$ cat config.mk
export PLATFORM = sky130hd
export DESIGN_NAME = svi_latch_arbiter
export DESIGN_NICKNAME = d
export VERILOG_FILES = /design/src/rtl/svi_latch_arbiter.sv
export SDC_FILE = /design/constraint.sdc
export NUM_CORES = 1
export LEC_CHECK = 0
export CORE_MARGIN = 5
export CORE_UTILIZATION = 41
export CTS_BUF_LIST = sky130_fd_sc_hd__clkbuf_2
export DETAILED_ROUTE_END_ITERATION = 7
export HOLD_SLACK_MARGIN = 0.03
export MAX_ROUTING_LAYER = met4
export PLACE_DENSITY = 0.79
export SLEW_MARGIN = 20
export SYNTH_ARGS = -nofsm -noshare
export SYNTH_HDL_FRONTEND = slang
export SYNTH_SLANG_ARGS = --single-unit
$ cat constraint.sdc
create_clock -name i_clk -period 1.5 [get_ports i_clk]
set_input_delay 0.3 -clock i_clk [delete_from_list [all_inputs] [get_ports i_clk]]
set_output_delay 0.3 -clock i_clk [all_outputs]
set_load 0.05 [all_outputs]
$ cat src/rtl/svi_latch_arbiter.sv
// Round-robin owner of the shared SVI member y: one clocked writer replaces
// several latch-style drivers, with a bounded hold time per ownership.
//
// state   | meaning
// S_IDLE  | no owner; picks the next requester from rr, y holds
// S_GRANT | owner_q holds the grant; y follows i_x[owner] while it requests
module svi_latch_arbiter #(
  parameter int N_REQ    = 4,
  parameter int MAX_HOLD = 8,
  localparam int IW = (N_REQ > 1) ? $clog2(N_REQ) : 1,
  localparam int CW = $clog2(MAX_HOLD + 1)
) (
  input  logic             i_clk,
  input  logic             i_arst,
  input  logic [N_REQ-1:0] i_req,
  input  logic [N_REQ-1:0] i_x,
  output logic [N_REQ-1:0] o_gnt,
  output logic [IW-1:0]    o_gnt_id,
  output logic             o_busy,
  output logic             o_y
);

  typedef enum logic {
    S_IDLE,
    S_GRANT
  } state_t;

  state_t state_q, state_d;
  logic [IW-1:0]      owner_q, owner_d;
  logic [IW-1:0]      rr_q, rr_d;
  logic [CW-1:0]      cnt_q, cnt_d;
  logic               y_q, y_d;
  logic [IW-1:0]      sel;
  logic [IW:0]        sel_sum;
  logic [2*N_REQ-1:0] req_dbl;
  logic [N_REQ-1:0]   req_rot;
  logic               owner_req;
  logic               owner_x;

  // Rotate the request vector so bit 0 is requester rr; the lowest set bit
  // of the rotated vector is the round-robin winner.
  always_comb begin
    req_dbl = {i_req, i_req} >> rr_q;
    req_rot = req_dbl[N_REQ-1:0];
    sel_sum = '0;
    for (int i = N_REQ - 1; i >= 0; i--) begin
      if (req_rot[i]) begin
        sel_sum = {1'b0, rr_q} + (IW+1)'(i);
      end
    end
    if (sel_sum >= (IW+1)'(N_REQ)) begin
      sel_sum = sel_sum - (IW+1)'(N_REQ);
    end
    sel = sel_sum[IW-1:0];
  end

  assign owner_req = i_req[owner_q];
  assign owner_x   = i_x[owner_q];

  always_comb begin
    state_d = state_q;
    owner_d = owner_q;
    rr_d    = rr_q;
    cnt_d   = cnt_q;
    y_d     = y_q;
    case (state_q)
      S_IDLE: begin
        if (|i_req) begin
          state_d = S_GRANT;
          owner_d = sel;
          cnt_d   = CW'(1);
        end
      end
      S_GRANT: begin
        if (owner_req) begin
          y_d = owner_x;
        end
        if (!owner_req || (cnt_q == CW'(MAX_HOLD))) begin
          state_d = S_IDLE;
          cnt_d   = '0;
          rr_d    = (owner_q == IW'(N_REQ - 1)) ? '0 : owner_q + 1'b1;
        end else begin
          cnt_d = cnt_q + 1'b1;
        end
      end
    endcase
  end

  always_ff @(posedge i_clk or negedge i_arst) begin
    if (!i_arst) begin
      state_q <= S_IDLE;
      owner_q <= '0;
      rr_q    <= '0;
      cnt_q   <= '0;
      y_q     <= 1'b0;
    end else begin
      state_q <= state_d;
      owner_q <= owner_d;
      rr_q    <= rr_d;
      cnt_q   <= cnt_d;
      y_q     <= y_d;
    end
  end

  // Grant outputs decode straight from registers so reset clears them at once.
  assign o_busy   = (state_q == S_GRANT);
  assign o_gnt    = o_busy ? (N_REQ'(1) << owner_q) : '0;
  assign o_gnt_id = owner_q;
  assign o_y      = y_q;

endmodule

# ---- Word level (Yosys, flattened, before mapping)
# Index checks and enable logic that the tools add are counted.
dict set report totals {
  ff_bits 10
  inputBits 10
  out_inout_bits 8
  elab_cells 42
}
dict set report op_classes {
  n_addsub 6
  order_cmp 2
  eq_ne 3
  shifts 2
  mux 17
  bitwise_logic 1
  n_reduce_logical 6
}
# operator count
set ops {}
lappend ops {{3-bit 2-to-1 mux} 4}
lappend ops {{4-bit 2-to-1 mux} 3}
lappend ops {{4-bit case mux with 2 select lines} 1}
lappend ops {{8-bit by 2-bit >> shifter with 4-bit output} 1}
lappend ops {{2-bit by 2-bit adder with 3-bit output, second input constant} 2}
lappend ops {{2-bit AND reduction} 3}
lappend ops {{4-bit by 1-bit adder with 4-bit output, second input constant} 1}
lappend ops {{1-bit binary-select mux with 2-bit select} 2}
lappend ops {{4-bit equality test, second input constant} 1}
lappend ops {{1-bit 2-to-1 mux} 4}
lappend ops {{2-bit 2-to-1 mux} 2}
lappend ops {{4-bit OR reduction} 1}
lappend ops {{1-bit by 2-bit left shift with 4-bit output, first input constant} 1}
lappend ops {{2-bit by 1-bit adder with 3-bit output, second input constant} 1}
lappend ops {{3-bit greater-or-equal comparator, second input constant} 1}
lappend ops {{2-bit by 3-bit less-than comparator with 1-bit output, second input constant} 1}
lappend ops {{2-bit by 1-bit adder with 2-bit output, second input constant} 1}
lappend ops {{2-bit equality test, second input constant} 1}
lappend ops {{2-bit inequality test, second input constant} 1}
lappend ops {{1-bit case mux with 2 select lines} 1}
lappend ops {{2-bit by 1-bit subtractor with 2-bit output, second input constant} 1}
lappend ops {{1-bit logical NOT} 1}
lappend ops {{1-bit logical OR} 1}
lappend ops {{1-bit NOT} 1}

# ---- Depth between registers and ports, before layout
# Gate-level depths: netlist of the first run.
dict set report logic_depth {
  depth_word 7
  ltp_mapped 6
}

# ---- Least setup slack after synthesis of the first run
# Ideal clock, no wire load.
dict set report synth_path {
  path_type {register to output}
  from {register owner_q[0], in the netlist o_gnt_id[0]}
  to {output port o_gnt[0]}
  t_arrival_ns 1.444
  setup_slack_ns -0.244
  stages_incl_launch_ff 4
  path_buffers 0
  path_cell_list {dfrtp_1 > inv_1 > ha_1 > and2_1}
}
dict set report synth_between {
  elab_chain_len 2
}
# item line
set synth_rtl {}
lappend synth_rtl {{from (decl)} 29} ;# logic [IW-1:0] owner_q, owner_d;
lappend synth_rtl {{from (signal assigned)} 98} ;# owner_q <= owner_d;
lappend synth_rtl {{1-bit by 2-bit left shift with 4-bit output} 107} ;# assign o_gnt = o_busy ? (N_REQ'(1) << owner_q) : '0;
lappend synth_rtl {{4-bit 2-to-1 mux} 107}
lappend synth_rtl {{to (decl)} 17} ;# output logic [N_REQ-1:0] o_gnt,
# No other way between the ends.

# ---- Worst setup path after layout of the first run
dict set report layout_path {
  from {register owner_q[1], in the netlist o_gnt_id[1]}
  to {register rr_q[1]}
}
dict set report layout_between {
  elab_chain_len 5
}
# item line
set layout_rtl {}
lappend layout_rtl {{1-bit binary-select mux with 2-bit select} 57} ;# assign owner_req = i_req[owner_q];
lappend layout_rtl {{1-bit 2-to-1 mux (implied by the code)} 57}
lappend layout_rtl {{1-bit logical NOT} 78} ;# if (!owner_req || (cnt_q == CW'(MAX_HOLD))) begin
lappend layout_rtl {{1-bit logical OR} 78}
lappend layout_rtl {{2-bit AND reduction (no source line)} -}
lappend layout_rtl {{to (signal assigned)} 99} ;# rr_q <= rr_d;
lappend layout_rtl {{to (decl)} 30} ;# logic [IW-1:0] rr_q, rr_d;
# Parallel ways exist; a longest one is shown, timed or not. The select of a mux whose other input is x is not followed.
# A chain may end at the register's enable or synchronous reset.

==> impl_metrics.toml, run 1 <==
[timing]
hold_slack_ps = 337
fin_skew_ps = 26.7
post-route-period-util_pct = 108
slew-limit-headroom_pct = 68.9
fmax_mhz = 618
finalSetupViolCount = 11
finalHoldViolations = 0
worstMarginPinSlew_ps = 465
min_period_ps = 1620
worst_slack_ps = -118
tns_ps = -1010
maxSlewViolCount = 0
rsz0062_at_grt = "yes"

[drt]
post_drt_wl_per_cell_um = 20.3
first_pass_iters = 4
wl_um = 2560
routed_via_density = 5.94
final_antenna_net_count = 0
drt_iter0_drc = 25
drc = 0
routed-via-count = 748

[setup_path]
start_kind = "register"
cp_max_fo = 6
cp_common_cell = "nand3_2"
path_buf_inv = 1
worst_ep_required_time_ps = 1630
crit_chain = "buf_6 > mux2i_4 > nand3_2 > nand3_2 > mux2_2"
crit_slowest_cell = "dfrtp_2"
worstPathArrival_ps = 1750
worstSetupPathType = "register to register"
crit_family = "multiplexers"
cpPeakStageDelay_ps = 490
endpoint_kind = "register"

[die]
io_pins = 18
core_mm2 = 0.00169
die_h_um = 51.6
row_count = 15
fp.dieArea_mm2 = 0.00267
initial_core_util_pct = 42.1
die_x_um = 51.6

[power_and_ir_drop]
leakage_nw = 0.562
switchingPower_mw = 1.28
p_comb_share_pct = 72.5
power_frac_seq_pct = 21.7
p_clk_share_pct = 5.8
cellPowerDensity_mw_per_mm2 = 2230
netSwitchingFraction_pct = 45.6
vdd_drop_max_v = 0.00119
p_int_mw = 1.52

[place]
gp_congestion = 0.828
place_hpwl_um = 1400
io_buffers = 17

[flow_run]
max-cap-violations = 0

[synthesis]
synthCells = 72
synth.most_common_cell = "dfrtp_1"
ys_types = 29
ys.flop_type = "dfrtp_1"
yosys-top-cells-area = "dfrtp_1, ha_1, mux2_2"
synth_edf_count = 0
syn_nets = 88
synth.avg_cell_area_um2 = 9.87
ys_seq_area_share_pct = 35.2
synth_area_um2 = 711
yosys.area.top_type = "dfrtp_1"
async_flop_share_pct = 100
ys_ff_latch = 10
netlist.area_leader.share_pct = 35.2
yosysWarnings = 0
ys_top_cells_by_count = "dfrtp_1, ha_1, inv_1"

[clock_tree]
cts_buffer_depth = 2
htreeDepth = 1
cts_tree = "done"
cts_root_buf = "clkbuf_2"
cts_buffers = 3
cts_sinks = 10
worstSkewPairLatency_ps = 270
clkTransAtPathRegs_ps = 110

[outcome]
outcome = "complete, but fails checks"
violations = "setup timing"

[finish]
diodes = 0
multi_input_comb_area_um2 = 549
syn2layout_area_growth_pct = 76.6
drive_gt1_share_pct = 53.2
nets = 126
register_area_um2 = 254
fill_cells = 95

[grt]
antenna_found_initial = 0
grt.overflow.total = 0
grt_pass1_wl_um = 3710
grt_start_max_net_pins = 17
grt_usage_pct = 19.5
grt_pass1_vias = 784

[hold_path]
hp-class = "input port to async pin"
[power by group through the flow]
stage / Clock, mW / Sequential, mW / Combinational, mW
finish: 0.163 / 0.606 / 2.03
global route: 0.187 / 0.629 / 2.12
CTS: 0.164 / 0.565 / 1.82
detailed placement: 0 / 0.593 / 1.49
global placement: 0 / 0.587 / 1.46
floorplan: 0 / 0.701 / 0.739
[worst register-to-register path: stages (launching register included)]
cell     delay (ps)
dfrtp_2         490
buf_6           140
mux2i_4         280
nand3_2         120
nand3_2         110
mux2_2          330
[sequential cells by signal, indices dropped and copies added, names as in the netlist]
register and flops:
o_busy 1, o_y 1, rr_q 2, o_gnt_id 2, cnt_q 4
[layout make-up]
class,instances,area share (%)
Clock buffer,4,1.60
Sequential cell,10,20.2
Tap cell,17,1.69
Inverter,6,2.19
Timing Repair Buffer,34,30.5
Multi-Input combinational cell,55,43.8
[final timing paths]
kind                            slack (ps)  cells past startpoint                     from                      end
worst max register to register        -120                      5  o_gnt_id[1]$_DFFE_PN0P_      rr_q[1]$_DFFE_PN0P_
worst max-delay path                  -120                      5  o_gnt_id[1]$_DFFE_PN0P_      rr_q[1]$_DFFE_PN0P_
min in group i_clk                     520                      3                 i_req[3]  o_gnt_id[1]$_DFFE_PN0P_
max in group asynchronous              780                      1                   i_arst  o_gnt_id[0]$_DFFE_PN0P_
worst min register to register         580                      2     cnt_q[0]$_DFFE_PN0P_     cnt_q[0]$_DFFE_PN0P_
worst min-delay path                   340                      1                   i_arst     cnt_q[1]$_DFFE_PN0P_
[placed cells by master, fill, tap and decap left out, types with 2 or more instances in the layout]
cell | Yosys | final
inv_1 | 6 | 4
dfrtp_2 | 0 | 3
buf_6 | 0 | 4
mux2i_4 | 0 | 2
nand3_2 | 0 | 3
nand2b_1 | 5 | 5
inv_4 | 0 | 2
clkdlybuf4s50_1 | 0 | 8
nor2_1 | 3 | 3
o32ai_1 | 2 | 2
buf_12 | 0 | 7
ha_1 | 6 | 2
clkbuf_2 | 0 | 4
dfrtp_1 | 10 | 7
mux2_4 | 0 | 2
a21oi_1 | 4 | 4
and2_4 | 0 | 3
buf_4 | 0 | 14
ha_4 | 0 | 3
nand2_1 | 4 | 4
[stage by stage]
step	total power, mW	setup slack [ps]	instances	util (%)	area, um^2
floorplan	1.44	-11.7	72	-	728
global placement	2.04	-244	112	61.3	1040
detailed placement	2.09	-274	112	61.3	1040
CTS	2.55	-78.9	124	70.4	1190
global route	2.94	-192	126	74.3	1250
finish	2.80	-118	126	74.3	1250
[kinds of logic after synthesis]
family,synth area share [%]
flops,35.2
simple gates,22.0
fa+ha+maj,10.6
compound gates,15.8
mux,12.7
buf+inv,3.70
[per-layer routing]
metal,vias up,global-route usage (%),wire (um)
met1,364,18.4,955
li1,332,-,-
met5,-,-,0
met2,48,36.4,1400
met4,0,9.17,39
met3,4,5.16,165
[timing repair]
action | in CTS | in global routing
endpoints found under the setup margin | 8 | 13
gates resized for setup | 18 | 12
hold buffers | 0 | 0
pin swaps | 2 | 0
gates cloned | 0 | 0
buffers inserted | 8 | 2
Note: power is estimated with default switching activity, not from simulation.
==> inputs of run 2 (changes only) <==
--- a/config.mk
+++ b/config.mk
@@ -6,12 +6,12 @@
 export NUM_CORES = 1
 export LEC_CHECK = 0
 export CORE_MARGIN = 5
-export CORE_UTILIZATION = 41
+export CORE_UTILIZATION = 25
 export CTS_BUF_LIST = sky130_fd_sc_hd__clkbuf_2
 export DETAILED_ROUTE_END_ITERATION = 7
 export HOLD_SLACK_MARGIN = 0.03
 export MAX_ROUTING_LAYER = met4
-export PLACE_DENSITY = 0.79
+export PLACE_DENSITY = 0.56
 export SLEW_MARGIN = 20
 export SYNTH_ARGS = -nofsm -noshare
 export SYNTH_HDL_FRONTEND = slang
==> run 2 against run 1 <==
The run still ends with setup timing left; global-route usage shrank 9.6 points; sequential power decreased by 11%; flip-flop and latch count unchanged; combinational power decreased by 6%; wire length decreased by 27%; hold slack improved by 20 ps; clock-buffer cell count did not move; final cell count rose by 10%; maximum frequency increased by 2.7%; register-to-register slack better by 40 ps; first-iteration DRC count shrank 64%; critical path type is now register to output port; highest routed layer is now met3.
==> impl_metrics.toml, run 2 (same netlist as run 1, synthesis figures left out) <==
[clock_tree]
cts_tree = "done"
cts_root_buf = "clkbuf_2"
worstSkewPairLatency_ps = 250
cts_sinks = 10
cts_buffers = 3
clkTransAtPathRegs_ps = 100
htreeDepth = 1
cts_buffer_depth = 2

[setup_path]
cpPeakStageDelay_ps = 470
endpoint_kind = "output port"
crit_chain = "buf_6 > ha_4 > and2_4 > buf_12"
start_kind = "register"
regToRegSetupSlack_ps = -70
crit_slowest_cell = "dfrtp_2"
worstPathArrival_ps = 1270
worst_ep_required_time_ps = 1200
cp_max_fo = 4
worstSetupPathType = "register to output port"

[outcome]
outcome = "complete, but fails checks"
violations = "setup timing"

[power_and_ir_drop]
leakage_nw = 0.551
p_clk_share_pct = 6.3
finalPower_mw = 2.62
vdd_drop_max_v = 0.00146
switchingPower_mw = 1.15
power_frac_seq_pct = 20.6
netSwitchingFraction_pct = 44.1
p_comb_share_pct = 73.0
p_int_mw = 1.46
cellPowerDensity_mw_per_mm2 = 2120

[timing]
maxSlewViolCount = 0
worst_slack_ps = -74.5
finalHoldViolations = 0
fin_skew_ps = 1.37
min_period_ps = 1570
post-route-period-util_pct = 105
finalSetupViolCount = 11
rsz0062_at_grt = "yes"
tns_ps = -496
worstMarginPinSlew_ps = 465
hold_slack_ps = 356
fmax_mhz = 635
slew-limit-headroom_pct = 68.9

[grt]
grt_usage_pct = 9.91
grt_pass1_vias = 726
grt.overflow.total = 0
antenna_found_initial = 0
grt_start_max_net_pins = 11
grt_pass1_wl_um = 3140

[drt]
wl_um = 1870
routed_via_density = 4.73
post_drt_wl_per_cell_um = 13.4
dr_wl_met2_um = 1020
drc = 0
first_pass_iters = 2
final_antenna_net_count = 0
wl_met1_um = 734
routed-via-count = 658
top_layer = "met3"
met3_length_um = 110
drt_iter0_drc = 9

[finish]
diodes = 0
fin_area_mm2 = 0.00123
nets = 125
mostFrequentLayoutCell = "buf_4"
largest-register = "cnt_q"
fill_cells = 253
multi_input_comb_area_um2 = 527
largest_reg_flops = 4
layout_common_cells = "buf_4, dfrtp_1, clkdlybuf4s50_1, buf_12, nand2b_1"
drive_gt1_share_pct = 49.1
fin_util_pct = 45.2
register_area_um2 = 254
syn2layout_area_growth_pct = 73.8
layout.cells.non_filler = 139

[flow_run]
max-cap-violations = 0

[die]
row_count = 19
initial_core_util_pct = 26.0
die_h_um = 63.3
core_mm2 = 0.00273
fp.dieArea_mm2 = 0.00401
io_pins = 18
die_x_um = 63.3

[hold_path]
hp-class = "input port to async pin"

[place]
dp_cells = 129
place_hpwl_um = 1460
io_buffers = 17
gp_congestion = 0.733
pre_cts_ws_ps = -327
post_dp_cell_area_mm2 = 0.00108
[run 2: cell type report]
| type | instances | area share (%) |
|---|---|---|
| Multi-Input combinational cell | 55 | 42.7 |
| Timing Repair Buffer | 33 | 30.0 |
| Sequential cell | 10 | 20.6 |
| Tap cell | 31 | 3.14 |
| Inverter | 6 | 2.03 |
| Clock buffer | 4 | 1.62 |
[run 2: power groups by stage]
stage / logic [mW] / registers, mW / clock network, mW
6_report: 1.91 / 0.540 / 0.165
5_1_grt: 2.03 / 0.561 / 0.192
4_1_cts: 1.87 / 0.521 / 0.177
3_5_place_dp: 1.61 / 0.552 / 0
3_3_place_gp: 1.60 / 0.547 / 0
2_1_floorplan: 0.739 / 0.701 / 0
[run 2: final timing paths]
check,start,to,cells after the start
hold / removal,i_arst,cnt_q[3]$_DFFE_PN0P_,1
hold reg to reg,cnt_q[0]$_DFFE_PN0P_,cnt_q[0]$_DFFE_PN0P_,2
setup reg to reg,o_gnt_id[1]$_DFFE_PN0P_,rr_q[1]$_DFFE_PN0P_,5
min in group i_clk,i_req[1],o_gnt_id[1]$_DFFE_PN0P_,4
max in group asynchronous,i_arst,o_busy$_DFF_PN0_,1
setup / recovery,o_gnt_id[1]$_DFFE_PN0P_,o_gnt[2],4
[run 2: what timing repair did]
action,4_1_cts,5_1_grt
pin swaps,2,2
resized for setup,15,7
setup buffers,6,0
endpoints found under the setup margin,7,11
hold buffers,0,0
[run 2: per-layer routing]
layer,vias to the layer above,GRT usage (%)
li1,328,-
met2,14,18.1
met1,316,10.1
met3,0,3.73
met4,0,2.08
met5,-,-
[run 2: critical path, delay by kind of cell, from the launching register on]
family,cells,cell delay [ps]
DFF,1,470
adders and majority gates,1,140
buffers and inverters,2,280
and+or+nand+nor,1,130
